**src/rtl/reg_viewer_pkg.sv**
```systemverilog
// Shared types and constants for the register hex viewer: sampling FSM states
// and the active-low seven-segment glyph set {g,f,e,d,c,b,a}.
package reg_viewer_pkg;

    typedef enum logic [1:0] {
        SELECT  = 2'd0,
        SETTLE  = 2'd1,
        CAPTURE = 2'd2
    } view_state_e;

    localparam logic [6:0] SEG_BLANK = 7'b1111111;

    // Entry n is the glyph for nibble value n (index 15 listed first).
    localparam logic [15:0][6:0] SEG_GLYPHS = {
        7'b0001110, 7'b0000110, 7'b0100001, 7'b1000110,
        7'b0000011, 7'b0001000, 7'b0010000, 7'b0000000,
        7'b1111000, 7'b0000010, 7'b0010010, 7'b0011001,
        7'b0110000, 7'b0100100, 7'b1111001, 7'b1000000
    };

    function automatic logic [6:0] glyph(input logic [3:0] nibble);
        return SEG_GLYPHS[nibble];
    endfunction

endpackage

```
**src/rtl/hex_to_7seg.sv**
```systemverilog
// Combinational nibble to active-low seven-segment glyph decoder.
module hex_to_7seg
    import reg_viewer_pkg::*;
(
    input  logic [3:0] nibble_i,
    output logic [6:0] seg_o
);

    always_comb begin
        seg_o = glyph(nibble_i);
    end

endmodule

```
**src/rtl/key_debouncer.sv**
```systemverilog
// Synchronises an active-low push-button, debounces it and emits a single-cycle
// pulse on each accepted released->pressed transition.
module key_debouncer #(
    parameter int unsigned DEBOUNCE_CYCLES = 500000
) (
    input  logic clk_i,
    input  logic rst_i,
    input  logic key_n_i,
    output logic press_o
);

    localparam int unsigned CNT_W = $clog2(DEBOUNCE_CYCLES + 1);

    logic             sync1_q;
    logic             sync2_q;
    logic             stable_q;
    logic [CNT_W-1:0] cnt_q;
    logic             press_q;

    // Flops reset to the released level so reset never looks like a press.
    always_ff @(posedge clk_i or posedge rst_i) begin
        if (rst_i) begin
            sync1_q  <= 1'b1;
            sync2_q  <= 1'b1;
            stable_q <= 1'b1;
            cnt_q    <= '0;
            press_q  <= 1'b0;
        end else begin
            sync1_q <= key_n_i;
            sync2_q <= sync1_q;
            press_q <= 1'b0;
            if (sync2_q == stable_q) begin
                cnt_q <= '0;
            end else if (cnt_q == CNT_W'(DEBOUNCE_CYCLES - 1)) begin
                stable_q <= sync2_q;
                cnt_q    <= '0;
                press_q  <= ~sync2_q;
            end else begin
                cnt_q <= cnt_q + CNT_W'(1);
            end
        end
    end

    assign press_o = press_q;

endmodule

```
**src/rtl/reg_hex_viewer.sv**
```systemverilog
// Steps a register index (button or timer), samples the datapath readback for
// that index and shows the captured word on eight hex digits.
module reg_hex_viewer
    import reg_viewer_pkg::*;
#(
    parameter int unsigned DEBOUNCE_CYCLES = 500000,
    parameter int unsigned SCAN_PERIOD     = 50000000,
    parameter int unsigned SETTLE_CYCLES   = 2
) (
    input  logic        clock,
    input  logic        reset,
    input  logic        key_next_n,
    input  logic        auto_scan,
    input  logic        show_pc,
    output logic [4:0]  reg_sel,
    input  logic [31:0] reg_data,
    input  logic [31:0] pc_in,
    output logic [6:0]  hex0,
    output logic [6:0]  hex1,
    output logic [6:0]  hex2,
    output logic [6:0]  hex3,
    output logic [6:0]  hex4,
    output logic [6:0]  hex5,
    output logic [6:0]  hex6,
    output logic [6:0]  hex7,
    output logic [4:0]  ledr_sel,
    output logic        valid
);

    localparam int unsigned SCAN_W   = $clog2(SCAN_PERIOD + 1);
    localparam int unsigned SETTLE_W = $clog2(SETTLE_CYCLES + 1);

    logic                auto_meta_q;
    logic                auto_q;
    logic                pcsel_meta_q;
    logic                pcsel_q;
    logic                press;
    logic [SCAN_W-1:0]   scan_q;
    logic                advance;

    view_state_e         state_q;
    logic [SETTLE_W-1:0] settle_q;
    logic [4:0]          index_q;
    logic [4:0]          reg_sel_q;
    logic [31:0]         latch_q;
    logic                valid_q;
    logic [6:0]          seg [8];

    key_debouncer #(
        .DEBOUNCE_CYCLES(DEBOUNCE_CYCLES)
    ) u_key (
        .clk_i   (clock),
        .rst_i   (reset),
        .key_n_i (key_next_n),
        .press_o (press)
    );

    always_ff @(posedge clock or posedge reset) begin
        if (reset) begin
            auto_meta_q  <= 1'b0;
            auto_q       <= 1'b0;
            pcsel_meta_q <= 1'b0;
            pcsel_q      <= 1'b0;
        end else begin
            auto_meta_q  <= auto_scan;
            auto_q       <= auto_meta_q;
            pcsel_meta_q <= show_pc;
            pcsel_q      <= pcsel_meta_q;
        end
    end

    // Held at zero in manual mode so enabling auto-scan waits a full period.
    always_ff @(posedge clock or posedge reset) begin
        if (reset) begin
            scan_q <= '0;
        end else if (!auto_q || scan_q == SCAN_W'(SCAN_PERIOD - 1)) begin
            scan_q <= '0;
        end else begin
            scan_q <= scan_q + SCAN_W'(1);
        end
    end

    always_comb begin
        advance = auto_q ? (scan_q == SCAN_W'(SCAN_PERIOD - 1)) : press;
    end

    // An advance overrides whatever the sampler was doing and restarts it.
    always_ff @(posedge clock or posedge reset) begin
        if (reset) begin
            state_q   <= SELECT;
            settle_q  <= '0;
            index_q   <= '0;
            reg_sel_q <= '0;
            latch_q   <= '0;
            valid_q   <= 1'b0;
        end else if (advance) begin
            index_q  <= index_q + 5'd1;
            valid_q  <= 1'b0;
            settle_q <= '0;
            state_q  <= SELECT;
        end else begin
            case (state_q)
                SELECT: begin
                    reg_sel_q <= index_q;
                    settle_q  <= '0;
                    state_q   <= SETTLE;
                end
                SETTLE: begin
                    if (settle_q == SETTLE_W'(SETTLE_CYCLES - 1)) begin
                        state_q <= CAPTURE;
                    end else begin
                        settle_q <= settle_q + SETTLE_W'(1);
                    end
                end
                CAPTURE: begin
                    latch_q <= pcsel_q ? pc_in : reg_data;
                    valid_q <= 1'b1;
                    state_q <= SELECT;
                end
                default: begin
                    state_q <= SELECT;
                end
            endcase
        end
    end

    for (genvar g = 0; g < 8; g++) begin : g_digit
        hex_to_7seg u_seg (
            .nibble_i (latch_q[g*4 +: 4]),
            .seg_o    (seg[g])
        );
    end

    assign hex0     = valid_q ? seg[0] : SEG_BLANK;
    assign hex1     = valid_q ? seg[1] : SEG_BLANK;
    assign hex2     = valid_q ? seg[2] : SEG_BLANK;
    assign hex3     = valid_q ? seg[3] : SEG_BLANK;
    assign hex4     = valid_q ? seg[4] : SEG_BLANK;
    assign hex5     = valid_q ? seg[5] : SEG_BLANK;
    assign hex6     = valid_q ? seg[6] : SEG_BLANK;
    assign hex7     = valid_q ? seg[7] : SEG_BLANK;
    assign reg_sel  = reg_sel_q;
    assign ledr_sel = index_q;
    assign valid    = valid_q;

endmodule

```
**config.mk**
```make
export PLATFORM = sky130hd
export DESIGN_NAME = reg_hex_viewer
export DESIGN_NICKNAME = d
export VERILOG_FILES = /design/src/rtl/reg_viewer_pkg.sv /design/src/rtl/hex_to_7seg.sv /design/src/rtl/key_debouncer.sv /design/src/rtl/reg_hex_viewer.sv
export SDC_FILE = /design/constraint.sdc
export NUM_CORES = 1
export LEC_CHECK = 0
export BUFFER_PORTS_ARGS = -buffer_cell sky130_fd_sc_hd__buf_2
export CAP_MARGIN = 15
export CORE_MARGIN = 4
export CORE_UTILIZATION = 40
export DETAILED_ROUTE_END_ITERATION = 16
export GPL_TIMING_DRIVEN = 0
export PLACE_DENSITY = 0.63
export SYNTH_ARGS = -nofsm -noshare
export SYNTH_HDL_FRONTEND = slang
export SYNTH_SLANG_ARGS = --single-unit
```
**constraint.sdc**
```tcl
create_clock -name clock -period 4.5 [get_ports clock]
set_clock_uncertainty 0.2 [all_clocks]
set_input_delay 0.675 -clock clock [delete_from_list [all_inputs] [get_ports clock]]
set_output_delay 0.675 -clock clock [all_outputs]
set_load 0.01 [all_outputs]
```
======== Yosys cells after proc, flatten, opt, wreduce, memory -nomap -nowiden ========
Memories as Yosys holds them, arrays and structs flattened.
Cells that the tools add are included.
operators by class
  add/sub/neg operators ................... 4
  multiply operators ...................... 0
  divide/modulo/power cells ............... 0
  magnitude comparators ................... 8
  eq/ne operators ......................... 8
  shifts and indexed selects .............. 0
  multiplexer cells ....................... 31
  bitwise logic cells ..................... 3
  reduce and logical (&&, ||, !) cells .... 9
operators by type and width
  cell                                                                   count
  7-bit 2-to-1 mux                                                       16
  4-bit by 5-bit < comparator with 1-bit output, second input constant   8
  19-bit 2-to-1 mux                                                      2
  32-bit 2-to-1 mux                                                      1
  26-bit by 1-bit adder with 26-bit output, second input constant        1
  26-bit equality test, second input constant                            1
  26-bit 2-to-1 mux                                                      1
  19-bit by 1-bit adder with 19-bit output, second input constant        1
  19-bit equality test, second input constant                            1
  2-bit 2-to-1 mux                                                       4
  2-bit case mux with 2 select lines                                     2
  2-bit AND reduction                                                    4
  3-bit inequality test, second input constant                           2
  5-bit by 1-bit adder with 5-bit output, second input constant          1
  1-bit 2-to-1 mux                                                       5
  2-bit by 1-bit equality test with 1-bit output, second input constant  2
  1-bit inverter                                                         3
  3-bit nonzero test                                                     1
  2-bit by 1-bit adder with 2-bit output, second input constant          1
  2-bit equality test, second input constant                             1
  2-bit logical NOT                                                      1
  2-bit nonzero test                                                     1
  1-bit equality test                                                    1
  1-bit logical NOT                                                      1
  1-bit logical OR                                                       1
storage, ports and cells
  register bits ........................... 100
  bits in latches ......................... 0
  memory bits (writable) .................. 0
  bits in read-only memories .............. 896
  input port bits ......................... 69
  output and inout bits ................... 67
  memories kept ........................... 8
memory list
  memory            words  bits a word  rd ports  clocked after Yosys merged registers in  write ports  RTL line              source
  (name not given)  16     7            1         0                                        0            reg_viewer_pkg.sv:22  return SEG_GLYPHS[nibble];
  (name not given)  16     7            1         0                                        0            reg_viewer_pkg.sv:22
  (name not given)  16     7            1         0                                        0            reg_viewer_pkg.sv:22
  (name not given)  16     7            1         0                                        0            reg_viewer_pkg.sv:22
  (name not given)  16     7            1         0                                        0            reg_viewer_pkg.sv:22
  (name not given)  16     7            1         0                                        0            reg_viewer_pkg.sv:22
  +2 memories       -      -            -         -                                        -            -

======== Logic depth before layout (Yosys ltp) ========
  depth after elaboration ................. 4
  mapped depth ............................ 8
  gate-level depth less buffers ........... 6

======== Hierarchy ========
Synthesis repeated with hierarchy kept, for this count alone.
unflattened totals
  cells, all modules ...................... 722
  area total of the unflattened synthesis .. 7,355.8 um^2
by module, submodules not included
  module          times used  cells each  area an instance (um^2)
  reg_hex_viewer  1           358         3,996.3
  hex_to_7seg     8           32          275.3
  key_debouncer   1           108         1,157.4

======== Worst setup path before layout ========
No wires, ideal clock.
  path kind ............................... flip-flop to flip-flop
  from .................................... reg scan_q[0]
  to ...................................... reg latch_q[11]
  setup time .............................. 0.128 ns
  data arrival time ....................... 1.969 ns
  data required time ...................... 4.172 ns
  path slack .............................. 2.203 ns
  stages on the path, launching flop included .. 9
  path buffers ............................ 2
  cell sequence ........................... dfrtp_1 -> ha_1 -> and4_1 -> nand3_1 -> o31ai_2 -> or3b_1 -> buf_2 -> buf_6 -> mux2_1
on the way
  longest elaborated chain between the ends .. 4
RTL lines
  what                                  RTL line               source
  start: declaration                    reg_hex_viewer.sv:38   logic [SCAN_W-1:0] scan_q;
  start signal: assignment              reg_hex_viewer.sv:79   scan_q <= scan_q + SCAN_W'(1);
  26-bit equality test                  reg_hex_viewer.sv:84   advance = auto_q ? (scan_q == SCAN_W'(SCAN_PERIOD - 1)) : press;
  1-bit 2-to-1 mux                      reg_hex_viewer.sv:84
  1-bit inverter (no source line)       -
  2-bit AND reduction (no source line)  -
  end signal: assignment                reg_hex_viewer.sv:116  latch_q <= pcsel_q ? pc_in : reg_data;
  end: declaration                      reg_hex_viewer.sv:45   logic [31:0] latch_q;
No other way between the ends.
A chain may end at the register's enable or synchronous reset.

======== Worst setup path in the final report ========
  from .................................... reg valid_q, in the netlist valid
  to ...................................... out hex1[1]
on the way
  longest elaborated chain between the ends .. 1
RTL lines
  what                      RTL line               source
  start: declaration        reg_hex_viewer.sv:46   logic valid_q;
  start signal: assignment  reg_hex_viewer.sv:95   valid_q <= 1'b0;
  start signal: assignment  reg_hex_viewer.sv:98   valid_q <= 1'b0;
  start signal: assignment  reg_hex_viewer.sv:117  valid_q <= 1'b1;
  7-bit 2-to-1 mux          reg_hex_viewer.sv:135  assign hex1 = valid_q ? seg[1] : SEG_BLANK;
  end: declaration          reg_hex_viewer.sv:19   output logic [6:0] hex1,
No other way between the ends.

==> results.toml <==
[logic_synthesis]
syn_avg_cell_area_um2 = 9.91
syn-cell-area_mm2 = 0.00666
async_flop_share_pct = 100
synth_edf_count = 0
ys_ff_latch = 100
ys_seq_area_share_pct = 37.6
ys_warn_count = 0
syn_nets = 793
synth_flop_cell = "dfrtp_1"
synth.distinct_cells = 40
synth_cells = 672

[route]
drtIter0Drc = 146
antenna_left = 0
via_per_inst = 5.07
wl_um = 15700
firstDrtPassIters = 4
drcViolationCount = 0
wl_per_cell_um = 15.1
vias = 5270

[status]
outcome = "complete, no violations"

[global_routing]
grt-ovfl-total = 0
grt_pass1_vias = 4976
grt_max_degree = 65
grt_pass1_wl_um = 25300
antenna_found_initial = 0
track_usage_pct = 16.9

[final_layout]
antennaDiodeCount = 0
n_fill_cell = 1578
seq_area_mm2 = 0.00251
layout_common_cells = "140 x buf_2, 97 x dfrtp_1, 77 x mux2i_1"
fin_nets = 940
layout-area-overhead-vs-synth_pct = 19.0
utilization_pct = 49.1
multi_input_area_mm2 = 0.00384
finish.instance_area_mm2 = 0.00792
post_route_cells_drive_above_1_share_pct = 23.1
final_cells = 1040
final_common_cell = "buf_2"

[pwr]
power_frac_comb_pct = 20.6
finalPower_mw = 2.18
power.density_mw_per_mm2 = 275
p_int_mw = 1.56
power.leakage_nw = 4.01
p_sw_mw = 0.618
switching_share_pct = 28.4
p_clk_share_pct = 35.1
sequentialPowerShare_pct = 44.3
peakVddDrop_mv = 0.165

[floorplan]
core_area_mm2 = 0.0161
initial_utilization_pct = 41.3
dieArea_mm2 = 0.0188
dieWidth_um = 137
rows = 46
dieHeight_um = 137
io_pins = 136

[worst_setup_path]
critPathKind = "flop to primary output"
crit_path_start = "valid$_DFFE_PP0P_"
crit_required_ns = 3.62
r2r_setup_slack_ns = 1.79
critPathCaptureType = "primary output"
rr_endpoint = "reg_sel[3]$_DFFE_PP0P_"
cp-start-kind = "flop"
crit_fanout = 10
setup.worst_path.end = "hex1[1]"
reg2reg_depth = 6
r2r-start = "scan_q[0]$_DFF_PP0_"
cp_data_arrival_time_ns = 2.09

[sta]
finalSetupViolCount = 0
rsz0062_at_grt = "false"
relSlewSlack_pct = 29.4
tightest_slew_ns = 1.05
fin_tns_setup_ns = 0
hold_viol_final = 0
finalCritPeriodShare_pct = 65.9
final_max_slew_viol_count = 0
fin_crit_ns = 2.97
hold_ws_ns = 0.157
fmax_ghz = 0.337
fin_ws_ns = 1.53

[cts]
cts_made_buffers = 9
holdBufCountCts = 0
htreeDepth = 3
cts.sinks = 100
tritoncts = "done"
max-clock-path-buffers = 2
post_cts_buffers = 0
cts_resized = 0
ctsRootBufferMaster = "clkbuf_16"
clk-insertion-delay-late_ns = 0.35
clk_pin_slew_ns = 0.07

[place]
gp_congestion = 0.886
placedCellCount = 1024
port_buffers = 135
post-place-ws_ns = 1.78
dpl.hpwl_um = 11600
post_dp_cell_area_mm2 = 0.00763

[min_path]
hold_class = "primary input to asynchronous set/reset pin"

[flow_run]
drv_cap = 0
## area by class of cell
class | instances | area share, %
Tap cell | 216 | 3.41
Clock inverter | 4 | 0.632
Clock buffer | 12 | 2.99
Multi-Input combinational cell | 496 | 48.5
Inverter | 46 | 2.21
Buffer | 30 | 1.69
Sequential cell | 100 | 31.6
Timing Repair Buffer | 136 | 8.88
## power by group through the flow
stage | Sequential [mW] | Combinational (mW) | Clock [mW]
finish | 0.964 | 0.449 | 0.764
detailed placement | 0.981 | 0.452 | 0
global placement | 0.981 | 0.446 | 0
CTS | 0.964 | 0.454 | 0.793
floorplan | 0.973 | 0.292 | 0
global route | 0.969 | 0.506 | 0.824
## routing by layer
metal / global-route usage (%) / vias up / share of wire, %
met2: 25.7 / 109 / 44
met5: 0 / - / 0
met1: 24.5 / 2494 / 49
li1: - / 2651 / -
met3: 2.83 / 16 / 4.9
met4: 5.49 / 0 / 1.8
## sequential cells by signal (all words and copies together), names as in the netlist
name,count
pcsel_meta_q,1
latch_q,32
u_key.press_o,1
auto_q,1
valid,1
u_key.sync1_q,1
ledr_sel,5
auto_meta_q,1
pcsel_q,1
u_key.sync2_q,1
u_key.stable_q,1
state_q,2
scan_q,26
u_key.cnt_q,19
settle_q,2
reg_sel,5
## worst min-delay path by stage
stage	slack [ns]	to	cells after the start
6_report	0.16	latch_q[7]$_DFFE_PP0P_	2
5_1_grt	0.16	u_key.sync2_q$_DFF_PP1_	0
2_1_floorplan	0.13	auto_q$_DFF_PP0_	0
3_5_place_dp	0.14	pcsel_q$_DFF_PP0_	0
4_1_cts	0.16	pcsel_q$_DFF_PP0_	0
3_3_place_gp	0.13	pcsel_q$_DFF_PP0_	0
## logic make-up (layout without fill, tap and decap cells)
logic type / after synthesis / after routing / synth area share, %
buffers and inverters: 76 / 228 / 4.60
multiplexers: 108 / 108 / 18.2
AND/OR/NAND/NOR: 200 / 200 / 14.4
flip-flops: 100 / 100 / 37.6
AO/OA/AOI/OAI: 92 / 92 / 9.62
XOR/XNOR: 44 / 44 / 5.79
adder cells (fa/ha/maj): 52 / 52 / 9.77
## critical path: stages (launching register included)
cell	delay, ns
dfrtp_1	0.38
clkbuf_1	0.45
clkbuf_1	0.51
o211ai_1	0.21
buf_2	0.19
## Yosys cell counts, types with 3 or more instances
library cell	instances	area, um^2
and3_1	4	25.0
dfstp_2	3	78.8
nand2b_1	10	62.6
clkbuf_1	22	82.6
a21oi_1	7	35.0
o31a_1	6	52.6
a21boi_0	8	60.1
mux2_1	6	67.6
o21ai_0	25	125
ha_1	52	651
nand3_1	26	130
nor3_1	7	35.0
dfrtp_1	97	2430
and4_1	6	52.6
mux4_2	8	180
buf_2	5	25.0
inv_1	46	173
and2_1	3	18.8
o311ai_0	8	70.1
nand2_1	52	195
nor2_1	63	236
xnor2_1	15	131
nand4_1	16	100
mux2i_1	77	771
mux2_2	17	191
o211ai_1	34	255
xor2_1	29	254
Note: power is estimated with default switching activity, not from simulation.
